File: src/rtl/stopwatch_pkg.sv
// Shared stopwatch types: controller state encoding, debounce counter width
// and the idle (released) level of the active-low pushbuttons.
package stopwatch_pkg;

  typedef enum logic [1:0] {
    ST_IDLE  = 2'd0,
    ST_RUN   = 2'd1,
    ST_PAUSE = 2'd2,
    ST_LAP   = 2'd3
  } state_t;

  localparam int   DB_CNT_W      = 4;
  localparam logic KEY_RESET_LVL = 1'b1;

endpackage

File: src/rtl/stopwatch_controller_if.sv
// Pushbutton inputs and counter/display controls of the stopwatch controller.
// master = controller side, slave = buttons/counters side; no flow control.
interface stopwatch_controller_if;
  import stopwatch_pkg::*;

  logic   key_start_n;
  logic   key_lap_n;
  logic   key_clear_n;
  logic   cnt_en;
  logic   cnt_clr;
  logic   disp_hold;
  state_t state;

  modport master (
    input  key_start_n, key_lap_n, key_clear_n,
    output cnt_en, cnt_clr, disp_hold, state
  );

  modport slave (
    output key_start_n, key_lap_n, key_clear_n,
    input  cnt_en, cnt_clr, disp_hold, state
  );
endinterface

File: src/rtl/stopwatch_controller_key_debouncer.sv
// Key synchronizer plus tick-gated debouncer; press pulse one cycle after the
// accepting tick. Latency SYNC_STAGES cycles + DEBOUNCE_TICKS ticks; no backpressure.
module key_debouncer
  import stopwatch_pkg::*;
#(
  parameter int DEBOUNCE_TICKS = 2,
  parameter int SYNC_STAGES    = 2
) (
  input  logic CLK_50_MHz,
  input  logic reset_n,
  input  logic tick,
  input  logic key_n,
  output logic press
);

  logic [SYNC_STAGES-1:0] sync_q;
  logic                   deb_q;
  logic [DB_CNT_W-1:0]    stable_q;
  logic                   press_q;
  logic                   key_lvl;

  assign key_lvl = sync_q[SYNC_STAGES-1];
  assign press   = press_q;

  always_ff @(posedge CLK_50_MHz or negedge reset_n) begin
    if (!reset_n) begin
      sync_q   <= {SYNC_STAGES{KEY_RESET_LVL}};
      deb_q    <= KEY_RESET_LVL;
      stable_q <= '0;
      press_q  <= 1'b0;
    end else begin
      sync_q  <= {sync_q[SYNC_STAGES-2:0], key_n};
      press_q <= 1'b0;
      if (tick) begin
        if (key_lvl != deb_q) begin
          // The new level must survive DEBOUNCE_TICKS consecutive ticks.
          if (stable_q == DB_CNT_W'(DEBOUNCE_TICKS - 1)) begin
            deb_q    <= key_lvl;
            stable_q <= '0;
            press_q  <= ~key_lvl;
          end else begin
            stable_q <= stable_q + 1'b1;
          end
        end else begin
          stable_q <= '0;
        end
      end
    end
  end

endmodule

File: src/rtl/stopwatch_controller.sv
// Stopwatch control FSM: 100 Hz tick, key debounce, idle/run/pause/lap sequencing.
// Outputs registered, 1 cycle after tick/press; no backpressure. Lap feature: STOPWATCH_LAP_EN.
module stopwatch_controller
  import stopwatch_pkg::*;
#(
  parameter int DEBOUNCE_TICKS = 2,
  parameter int SYNC_STAGES    = 2
) (
  input  logic                   CLK_50_MHz,
  input  logic                   reset_n,
  input  logic                   CLK_100Hz,
  stopwatch_controller_if.master bus
);

  logic   clk100_q;
  logic   tick;
  logic   start_press;
  logic   clear_press;
  state_t state_q;
  logic   cnt_en_q;
  logic   cnt_clr_q;

  assign tick = CLK_100Hz & ~clk100_q;

  key_debouncer #(.DEBOUNCE_TICKS(DEBOUNCE_TICKS), .SYNC_STAGES(SYNC_STAGES)) u_start_db (
    .CLK_50_MHz (CLK_50_MHz),
    .reset_n    (reset_n),
    .tick       (tick),
    .key_n      (bus.key_start_n),
    .press      (start_press)
  );

  key_debouncer #(.DEBOUNCE_TICKS(DEBOUNCE_TICKS), .SYNC_STAGES(SYNC_STAGES)) u_clear_db (
    .CLK_50_MHz (CLK_50_MHz),
    .reset_n    (reset_n),
    .tick       (tick),
    .key_n      (bus.key_clear_n),
    .press      (clear_press)
  );

`ifdef STOPWATCH_LAP_EN
  logic lap_press;
  logic disp_hold_q;

  key_debouncer #(.DEBOUNCE_TICKS(DEBOUNCE_TICKS), .SYNC_STAGES(SYNC_STAGES)) u_lap_db (
    .CLK_50_MHz (CLK_50_MHz),
    .reset_n    (reset_n),
    .tick       (tick),
    .key_n      (bus.key_lap_n),
    .press      (lap_press)
  );
`endif

  always_ff @(posedge CLK_50_MHz or negedge reset_n) begin
    if (!reset_n) begin
      clk100_q    <= 1'b0;
      state_q     <= ST_IDLE;
      cnt_en_q    <= 1'b0;
      cnt_clr_q   <= 1'b0;
`ifdef STOPWATCH_LAP_EN
      disp_hold_q <= 1'b0;
`endif
    end else begin
      clk100_q  <= CLK_100Hz;
      // Uses the pre-transition state, so a tick leaving RUN/LAP still counts.
      cnt_en_q  <= tick & ((state_q == ST_RUN) | (state_q == ST_LAP));
      cnt_clr_q <= 1'b0;
      // Priority clear > start > lap; losing events in the same cycle are dropped.
      if (clear_press) begin
        if (state_q == ST_IDLE) begin
          cnt_clr_q <= 1'b1;
        end else if (state_q == ST_PAUSE) begin
          state_q   <= ST_IDLE;
          cnt_clr_q <= 1'b1;
        end
      end else if (start_press) begin
        state_q <= ((state_q == ST_IDLE) || (state_q == ST_PAUSE)) ? ST_RUN : ST_PAUSE;
`ifdef STOPWATCH_LAP_EN
        disp_hold_q <= 1'b0;
`endif
      end
`ifdef STOPWATCH_LAP_EN
      else if (lap_press) begin
        if (state_q == ST_RUN) begin
          state_q     <= ST_LAP;
          disp_hold_q <= 1'b1;
        end else if (state_q == ST_LAP) begin
          state_q     <= ST_RUN;
          disp_hold_q <= 1'b0;
        end
      end
`endif
    end
  end

  assign bus.cnt_en    = cnt_en_q;
  assign bus.cnt_clr   = cnt_clr_q;
  assign bus.state     = state_q;
`ifdef STOPWATCH_LAP_EN
  assign bus.disp_hold = disp_hold_q;
`else
  assign bus.disp_hold = 1'b0;
`endif

endmodule

File: src/flat_wrapper.sv
// flat-port wrapper written by rule: the top's interface ports become plain ports
module stopwatch_controller_flat import stopwatch_pkg::*;
#(
  parameter int DEBOUNCE_TICKS = 2,
  parameter int SYNC_STAGES    = 2
)
  (CLK_50_MHz, reset_n, CLK_100Hz, bus_key_start_n, bus_key_lap_n, bus_key_clear_n, bus_cnt_en, bus_cnt_clr, bus_disp_hold, bus_state);
  stopwatch_controller_if bus_i ();
  input  logic CLK_50_MHz;
  input  logic reset_n;
  input  logic CLK_100Hz;
  input wire logic [$bits(bus_i.key_start_n)-1:0] bus_key_start_n;
  input wire logic [$bits(bus_i.key_lap_n)-1:0] bus_key_lap_n;
  input wire logic [$bits(bus_i.key_clear_n)-1:0] bus_key_clear_n;
  output wire logic [$bits(bus_i.cnt_en)-1:0] bus_cnt_en;
  output wire logic [$bits(bus_i.cnt_clr)-1:0] bus_cnt_clr;
  output wire logic [$bits(bus_i.disp_hold)-1:0] bus_disp_hold;
  output wire logic [$bits(bus_i.state)-1:0] bus_state;
  assign bus_i.key_start_n = bus_key_start_n;
  assign bus_i.key_lap_n = bus_key_lap_n;
  assign bus_i.key_clear_n = bus_key_clear_n;
  assign bus_cnt_en = bus_i.cnt_en;
  assign bus_cnt_clr = bus_i.cnt_clr;
  assign bus_disp_hold = bus_i.disp_hold;
  assign bus_state = bus_i.state;
  stopwatch_controller #(.DEBOUNCE_TICKS(DEBOUNCE_TICKS), .SYNC_STAGES(SYNC_STAGES)) u_core (.CLK_50_MHz(CLK_50_MHz), .reset_n(reset_n), .CLK_100Hz(CLK_100Hz), .bus(bus_i));
endmodule
File: config.mk
export PLATFORM = sky130hd
export DESIGN_NAME = stopwatch_controller_flat
export DESIGN_NICKNAME = d
export VERILOG_FILES = /design/src/rtl/stopwatch_pkg.sv /design/src/rtl/stopwatch_controller_if.sv /design/src/rtl/stopwatch_controller_key_debouncer.sv /design/src/rtl/stopwatch_controller.sv /design/src/flat_wrapper.sv
export SDC_FILE = /design/constraint.sdc
export NUM_CORES = 1
export LEC_CHECK = 0
export ABC_AREA = 1
export CAP_MARGIN = 10
export CORE_UTILIZATION = 49
export DETAILED_ROUTE_END_ITERATION = 8
export PLACE_DENSITY = 0.71
export SYNTH_ARGS = -nofsm -noshare
export SYNTH_HDL_FRONTEND = slang
export SYNTH_SLANG_ARGS = --single-unit
File: constraint.sdc
create_clock -name CLK_50_MHz -period 3.3 [get_ports CLK_50_MHz]
set_clock_uncertainty 0.2 [all_clocks]
set_input_delay 0.825 -clock CLK_50_MHz [delete_from_list [all_inputs] [get_ports CLK_50_MHz]]
set_output_delay 0.825 -clock CLK_50_MHz [all_outputs]
set_load 0.02 [all_outputs]
### Word level (Yosys, flattened, before mapping)

Index checks and enable logic that the tools add are counted.

| storage, ports and cells | value |
|---|---|
| register bits | 21 |
| latch bits | 0 |
| RAM bits | 0 |
| memory bits (read-only) | 0 |
| output and inout port bits | 5 |
| logic and storage cells | 53 |
| memories | 0 |

| operators by class | value |
|---|---|
| $add $sub $neg | 2 |
| multiply operators | 0 |
| divide/modulo/power cells | 0 |
| magnitude comparators | 0 |
| equal/unequal tests | 9 |
| shift operators | 0 |
| muxes and demuxes | 18 |
| bitwise operators | 6 |
| reductions and logical operators | 6 |

Operators with widths:

| cell | number |
|---|---|
| $mux W4 | 4 |
| $mux W2 | 5 |
| $mux W1 | 9 |
| $reduce_and A3 Y1 | 3 |
| $add A4 B1 Y4 const B | 2 |
| $eq A4 B1 Y1 const B | 2 |
| $eq A2 B2 Y1 const B | 2 |
| $not A1 Y1 | 3 |
| $and A1 B1 Y1 | 2 |
| $eq A2 B1 Y1 const B | 1 |
| $logic_not A2 Y1 | 1 |
| $ne A1 B1 Y1 | 2 |
| $ne A2 B1 Y1 const B | 1 |
| $ne A2 B2 Y1 const B | 1 |
| $reduce_bool A2 Y1 | 1 |
| $logic_or A1 B1 Y1 | 1 |
| $or A1 B1 Y1 | 1 |

### Depth between registers and ports, before layout

Gate-level depths: netlist (run 1).

| depth | value |
|---|---|
| word-level depth | 5 |
| gate-level depth with buffers | 7 |
| mapped depth without buffers | 7 |

### By module

From an unflattened synthesis (run 1), not the netlist that was laid out.

| unflattened totals | value |
|---|---|
| cell total of the unflattened synthesis | 112 |
| area total of the unflattened synthesis | 927.1 µm² |

Modules (own cells, without submodules):

| module | instances | cells each | area an instance (µm²) | seq. area each (µm²) |
|---|---|---|---|---|
| key_debouncer | 2 | 45 | 362.8 | 203.9 |
| stopwatch_controller | 1 | 22 | 201.4 | 125.1 |

### Least setup slack after synthesis (run 1)

No wires, ideal clock.

| timing | value |
|---|---|
| kind | in2reg |
| start point | in CLK_100Hz |
| end point | reg u_core.u_clear_db.deb_q |
| arrival | 1.268 ns |
| data required time | 3.024 ns |
| setup slack | 1.756 ns |
| cell stages on the path | 6 |
| path buffers | 1 |
| cell sequence | inv_2 > nor2_4 > buf_6 > nand3_2 > nand2_1 > nand2_1 |

| on the way | value |
|---|---|
| longest elaborated chain between the ends | 2 |

Ends and longest elaborated chain:

| item | RTL line | source |
|---|---|---|
| start, declared | flat_wrapper.sv:11 | `input logic CLK_100Hz;` |
| $and A1 B1 Y1 | stopwatch_controller.sv:23 | `assign tick = CLK_100Hz & ~clk100_q;` |
| $reduce_and A3 Y1 (no source line) | - |  |
| end signal, assigned | stopwatch_controller_key_debouncer.sv:38 | `deb_q <= key_lvl;` |
| end, declared | stopwatch_controller_key_debouncer.sv:17 | `logic deb_q;` |

No other way between the ends.
A chain may end at the register's enable or synchronous reset.

### Worst setup path after layout (run 1)

| timing | value |
|---|---|
| start point | reg u_core.state_q[0], in the netlist u_core.bus.state[0] |
| end point | out bus_state[0] |

RTL lines:

| item | RTL line | source |
|---|---|---|
| start, declared | stopwatch_controller.sv:19 | `state_t state_q;` |
| start signal, assigned | stopwatch_controller.sv:77 | `state_q <= ((state_q == ST_IDLE) \|\| (state_q == ST_PAUSE)) ? ST_RUN : ST_PAUSE;` |
| end, declared | flat_wrapper.sv:18 | `output wire logic [$bits(bus_i.state)-1:0] bus_state;` |

No word-level cell between the ends.

==> impl_metrics.toml, run 1 <==
[synth]
yosys.cell_types.count = 19
synth_top_area_cell = "dfrtp_1"
avgSynthCellArea_um2 = 8.58
synth-seq-cells = 21
synth_top_area_share_pct = 37.7
synthesis.nets = 126
synthCells = 116
synth_area_leaders = "dfrtp_1, dfstp_2, nand2_1"
ys_seq_area_share_pct = 53.6
syn_area_um2 = 995
ys_warn_count = 0

[clock_network]
cts_made_buffers = 3
clk_path_buf_depth = 2
postCtsSetupBuffers = 0
cts-resized-gates = 0
htree_levels = 1
clock_latency_ns = 0.30
cts.sinks = 21
clockRootBuffer = "clkbuf_4"
cts_tree = "yes"
clk_pin_slew_worst_paths_ns = 0.12
cts_hold_buf = 0

[die]
fp.dieH_um = 47.1
ios = 11
fp-row-count = 15
coreArea_um2 = 1820
die_w_um = 47.1
initial_core_util_pct = 54.6
dieArea_um2 = 2210

[grt]
grt_pass1_wl_um = 2670
grt_pass1_vias = 663
grt_use_total_pct = 18.1
grt_max_degree = 22
grt_overflow = 0
grt_antenna_before_repair = 0

[detailed_routing]
dr.pass1.iters = 4
viasPerCell = 4.80
dr_total_vias = 729
drt-total-wl_um = 1700
drc = 0
drt_iter0_drc = 15
wl_per_cell_um = 11.2
ant_nets = 0

[finish]
drive_gt1_share_pct = 15.0
layout_commonest_cell = "nand2_1"
register_area_um2 = 533
post-route-util_pct = 61.6
layout_common_cells = "nand2_1, inv_1, dfrtp_1, nor2_1, clkdlybuf4s50_1"
multi_input_area_um2 = 372
final_nets = 138
fillers = 156
syn_to_final_growth_pct = 12.8
antennaDiodeCount = 0

[critical_path]
arrival_ns = 1.33
path_cells = "clkdlybuf4s50_1"
critPathKind = "flip-flop to primary output"
cp_max_fo = 4
path_delay_family = "buffers and inverters"
cp-start-kind = "flip-flop"
worstSetupEndpointType = "primary output"
crit_path_top_delay_cell = "clkdlybuf4s50_1"
rrSetupSlack_ns = 1.93
worst-endpoint-required_ns = 2.27
max_stage_delay_ns = 0.62
cp_num_buf_inv = 1

[timing]
hold_viol = 0
fin_crit_ns = 2.36
setup_tns_ns = 0
worst_slack_ns = 0.942
rsz0062_at_grt = "false"
drv_slew = 0
setup_viol = 0
period_share_pct = 71.5
fmax_mhz = 424

[outcome]
status = "complete, no violations"

[pwr]
p_per_area_nw_per_um2 = 666
finalPower_w = 0.000748
p_leak_nw = 0.574
clock_power_share_pct = 16.5
pwr-share-comb_pct = 32.4
swShare_pct = 37.7
switchingPower_w = 0.000282
vdd_drop_max_v = 0.000397
p_int_w = 0.000466
p_seq_share_pct = 51.1

[placement]
gp_congestion = 0.738
portBuffers = 8
dp_hpwl_um = 1210
place_ws_ns = 0.999

[job]
maxCapViolations = 0

[hold_path]
hp-class = "flip-flop to flip-flop"
[area by class of cell]
class | instances | share of cell area, %
Inverter | 19 | 6.35
Tap cell | 25 | 2.79
Multi-Input combinational cell | 74 | 33.1
Timing Repair Buffer | 9 | 7.80
Clock buffer | 3 | 2.01
Sequential cell | 21 | 47.5
Clock inverter | 1 | 0.446
[kinds of logic (layout without fill, tap and decap cells)]
| kind of cell | after synthesis | count (layout) | synth area share (%) |
|---|---|---|---|
| compound gates | 3 | 3 | 1.51 |
| other cells | 1 | 1 | 0.377 |
| fa+ha+maj | 4 | 4 | 5.03 |
| buf+inv | 21 | 32 | 9.06 |
| simple gates | 65 | 65 | 29.6 |
| xor+xnor | 1 | 1 | 0.881 |
| flops | 21 | 21 | 53.6 |
[sequential cells by signal, indices dropped and copies added, names as in the netlist]
register,count
u_core.u_clear_db.stable_q,4
u_core.bus.cnt_clr,1
u_core.clk100_q,1
u_core.u_start_db.sync_q,2
u_core.bus.cnt_en,1
u_core.u_clear_db.deb_q,1
u_core.u_start_db.stable_q,4
u_core.bus.state,2
u_core.u_start_db.press,1
u_core.u_start_db.deb_q,1
u_core.u_clear_db.sync_q,2
u_core.u_clear_db.press,1
[power groups by stage]
stage,combinational (W),sequential [W],clock (W)
after floorplan,0.000158,0.000392,0
after global placement,0.000231,0.000383,0
after detailed placement,0.000245,0.000386,0
after CTS,0.000246,0.000382,0.000128
after global routing,0.000275,0.000393,0.000142
final,0.000242,0.000382,0.000123
[stage by stage]
stage          instances  instance area, µm²  hold WS (ns)
2_1_floorplan        116                 995         0.145
5_1_grt              152                1120         0.179
3_5_place_dp         148                1090         0.155
3_3_place_gp         148                1090         0.146
4_1_cts              152                1120         0.172
6_report             152                1120         0.170
[per-layer routing]
layer / track usage, % / routed length, µm / vias up
met3: 3.46 / 30 / 4
met1: 19.4 / 805 / 338
li1: - / - / 380
met4: 12.0 / 27 / 0
met2: 32.2 / 840 / 7
met5: 0 / 0 / -
[path summary, 6_finish.rpt]
kind,startpoint,endpoint,cells after the start
max,u_core.bus.state[0],bus_state[0],1
min,u_core.u_clear_db.sync_q[0],u_core.u_clear_db.sync_q[1],0
max reg2reg,u_core.u_clear_db.sync_q[1],u_core.u_clear_db.stable_q[2],7
min reg2reg,u_core.u_clear_db.sync_q[0],u_core.u_clear_db.sync_q[1],0
max in group asynchronous,reset_n,u_core.u_start_db.deb_q,2
min in group asynchronous,reset_n,u_core.bus.state[0],2
[cell usage after synthesis, drive strengths merged]
library cell	number
nand4	7
buf	2
nand2	37
nor2	11
conb	1
ha	4
nor3	1
a21oi	2
nand3	9
xor2	1
inv	19
o21ai	1
dfstp	6
dfrtp	15
Note: power is estimated with default switching activity, not from simulation.
==> inputs of run 2 (changes only) <==
==> constraint.sdc (replaced) <==
create_clock -name CLK_50_MHz -period 2.4 [get_ports CLK_50_MHz]
set_clock_uncertainty 0.2 [all_clocks]
set_input_delay 0.6 -clock CLK_50_MHz [delete_from_list [all_inputs] [get_ports CLK_50_MHz]]
set_output_delay 0.6 -clock CLK_50_MHz [all_outputs]
set_load 0.02 [all_outputs]
==> run 2 against run 1 <==
Critical path depth unchanged. Via count up 2.1%. Flip-flop and latch count unchanged. Hold slack worse by 0.0066 ns. Design area unchanged. Total power up 37%. Setup slack worse by 0.66 ns. Critical path type unchanged.
==> impl_metrics.toml, run 2 (same netlist as run 1, synthesis figures left out) <==
[outcome]
status = "complete, no violations"

[clock_network]
postCtsSetupBuffers = 0
cts_made_buffers = 3
cts.sinks = 21
cts_hold_buf = 0
clockRootBuffer = "clkbuf_4"
clock_latency_ns = 0.30
cts-resized-gates = 0
clk_pin_slew_worst_paths_ns = 0.11
htree_levels = 1
clk_path_buf_depth = 2
cts_tree = "yes"

[critical_path]
cp_max_fo = 4
cp_num_buf_inv = 1
path_delay_family = "buffers and inverters"
arrival_ns = 1.32
crit_path_top_delay_cell = "clkdlybuf4s50_1"
worstSetupEndpointType = "primary output"
rr_startpoint = "u_core.u_start_db.stable_q[1]"
max_stage_delay_ns = 0.62
worst-endpoint-required_ns = 1.60
critPathKind = "flip-flop to primary output"
cp-start-kind = "flip-flop"
path_cells = "clkdlybuf4s50_1"
startpoint = "u_core.bus.state[0]"

[hold_path]
worstHoldStart = "u_core.u_start_db.sync_q[0]"
hp-class = "flip-flop to flip-flop"

[finish]
stdcell_count = 152
syn_to_final_growth_pct = 12.8
antennaDiodeCount = 0
fillers = 165
layout_commonest_cell = "nand2_1"
reg_top3 = "u_core.u_clear_db.stable_q (4), u_core.u_start_db.stable_q (4)"
drive_gt1_share_pct = 15.0
layout_common_cells = "nand2_1, inv_1, dfrtp_1, nor2_1, clkdlybuf4s50_1"
final_nets = 138
post-route-util_pct = 61.6

[timing]
rsz0062_at_grt = "false"
setup_tns_ns = 0
worst_slack_ns = 0.278
hold_viol = 0
drv_slew = 0
fin_crit_ns = 2.12
period_share_pct = 88.4
fmax_mhz = 471
setup_viol = 0

[grt]
grt_pass1_vias = 638
grt_pass1_wl_um = 2550
grt_max_degree = 22
grt_antenna_before_repair = 0
grt_overflow = 0
grt_use_total_pct = 16.9

[die]
fp.dieH_um = 47.1
coreArea_um2 = 1820
dieArea_um2 = 2210
fp-row-count = 15
die_w_um = 47.1
ios = 11
initial_core_util_pct = 54.6

[placement]
dp_hpwl_um = 1170
portBuffers = 8
place_ws_ns = 0.329
gp_congestion = 0.794
placed_cells = 148

[detailed_routing]
dr.pass1.iters = 4
drc = 0
dr_total_vias = 744
drt-total-wl_um = 1590
viasPerCell = 4.89
wl_per_cell_um = 10.4
drt_iter0_drc = 11
ant_nets = 0

[pwr]
finalPower_w = 0.00103
vdd_drop_max_v = 0.000608
p_per_area_nw_per_um2 = 916
p_leak_nw = 0.574

[job]
maxCapViolations = 0
==> run 2: through the flow <==
step | hold WS [ns] | area [µm²]
final | 0.164 | 1120
after global routing | 0.168 | 1120
after CTS | 0.164 | 1120
after detailed placement | 0.148 | 1090
after global placement | 0.146 | 1090
after floorplan | 0.104 | 995
==> run 2: layout make-up <==
class	instances	area [µm²]	area share, %
repair buffers	9	87.6	7.80
multi-input cells	74	372	33.1
clock buffers	3	22.5	2.01
well taps	25	31.3	2.79
clock inverters	1	5.00	0.446
inverters	19	71.3	6.35
flip-flops and latches	21	533	47.5
==> run 2: worst paths after layout <==
path | depth (start not counted) | slack (ns) | end
worst max-delay path | 1 | 0.28 | bus_state[0]
worst min-delay path | 0 | 0.16 | u_core.u_start_db.sync_q[1]
worst max register to register | 5 | 1.02 | u_core.u_start_db.stable_q[3]
worst min register to register | 0 | 0.16 | u_core.u_start_db.sync_q[1]
max in group asynchronous | 2 | 1.31 | u_core.u_clear_db.sync_q[1]
min in group asynchronous | 2 | 0.42 | u_core.u_clear_db.stable_q[3]
==> run 2: where the power goes <==
group | internal, W | total, W | switching, W
logic | 0.000134 | 0.000338 | 0.000204
registers | 0.000446 | 0.000523 | 0.0000765
clock network | 0.0000620 | 0.000167 | 0.000105
total | 0.000642 | 0.00103 | 0.000385
==> run 2: routing by layer <==
layer  GRT usage, %  part of all wire [%]  vias up
met1           19.6                    47      355
met3           2.31                   2.8        2
li1               -                     -      380
met5              0                     0        -
met4           10.3                  0.63        0
met2           29.4                    50        7
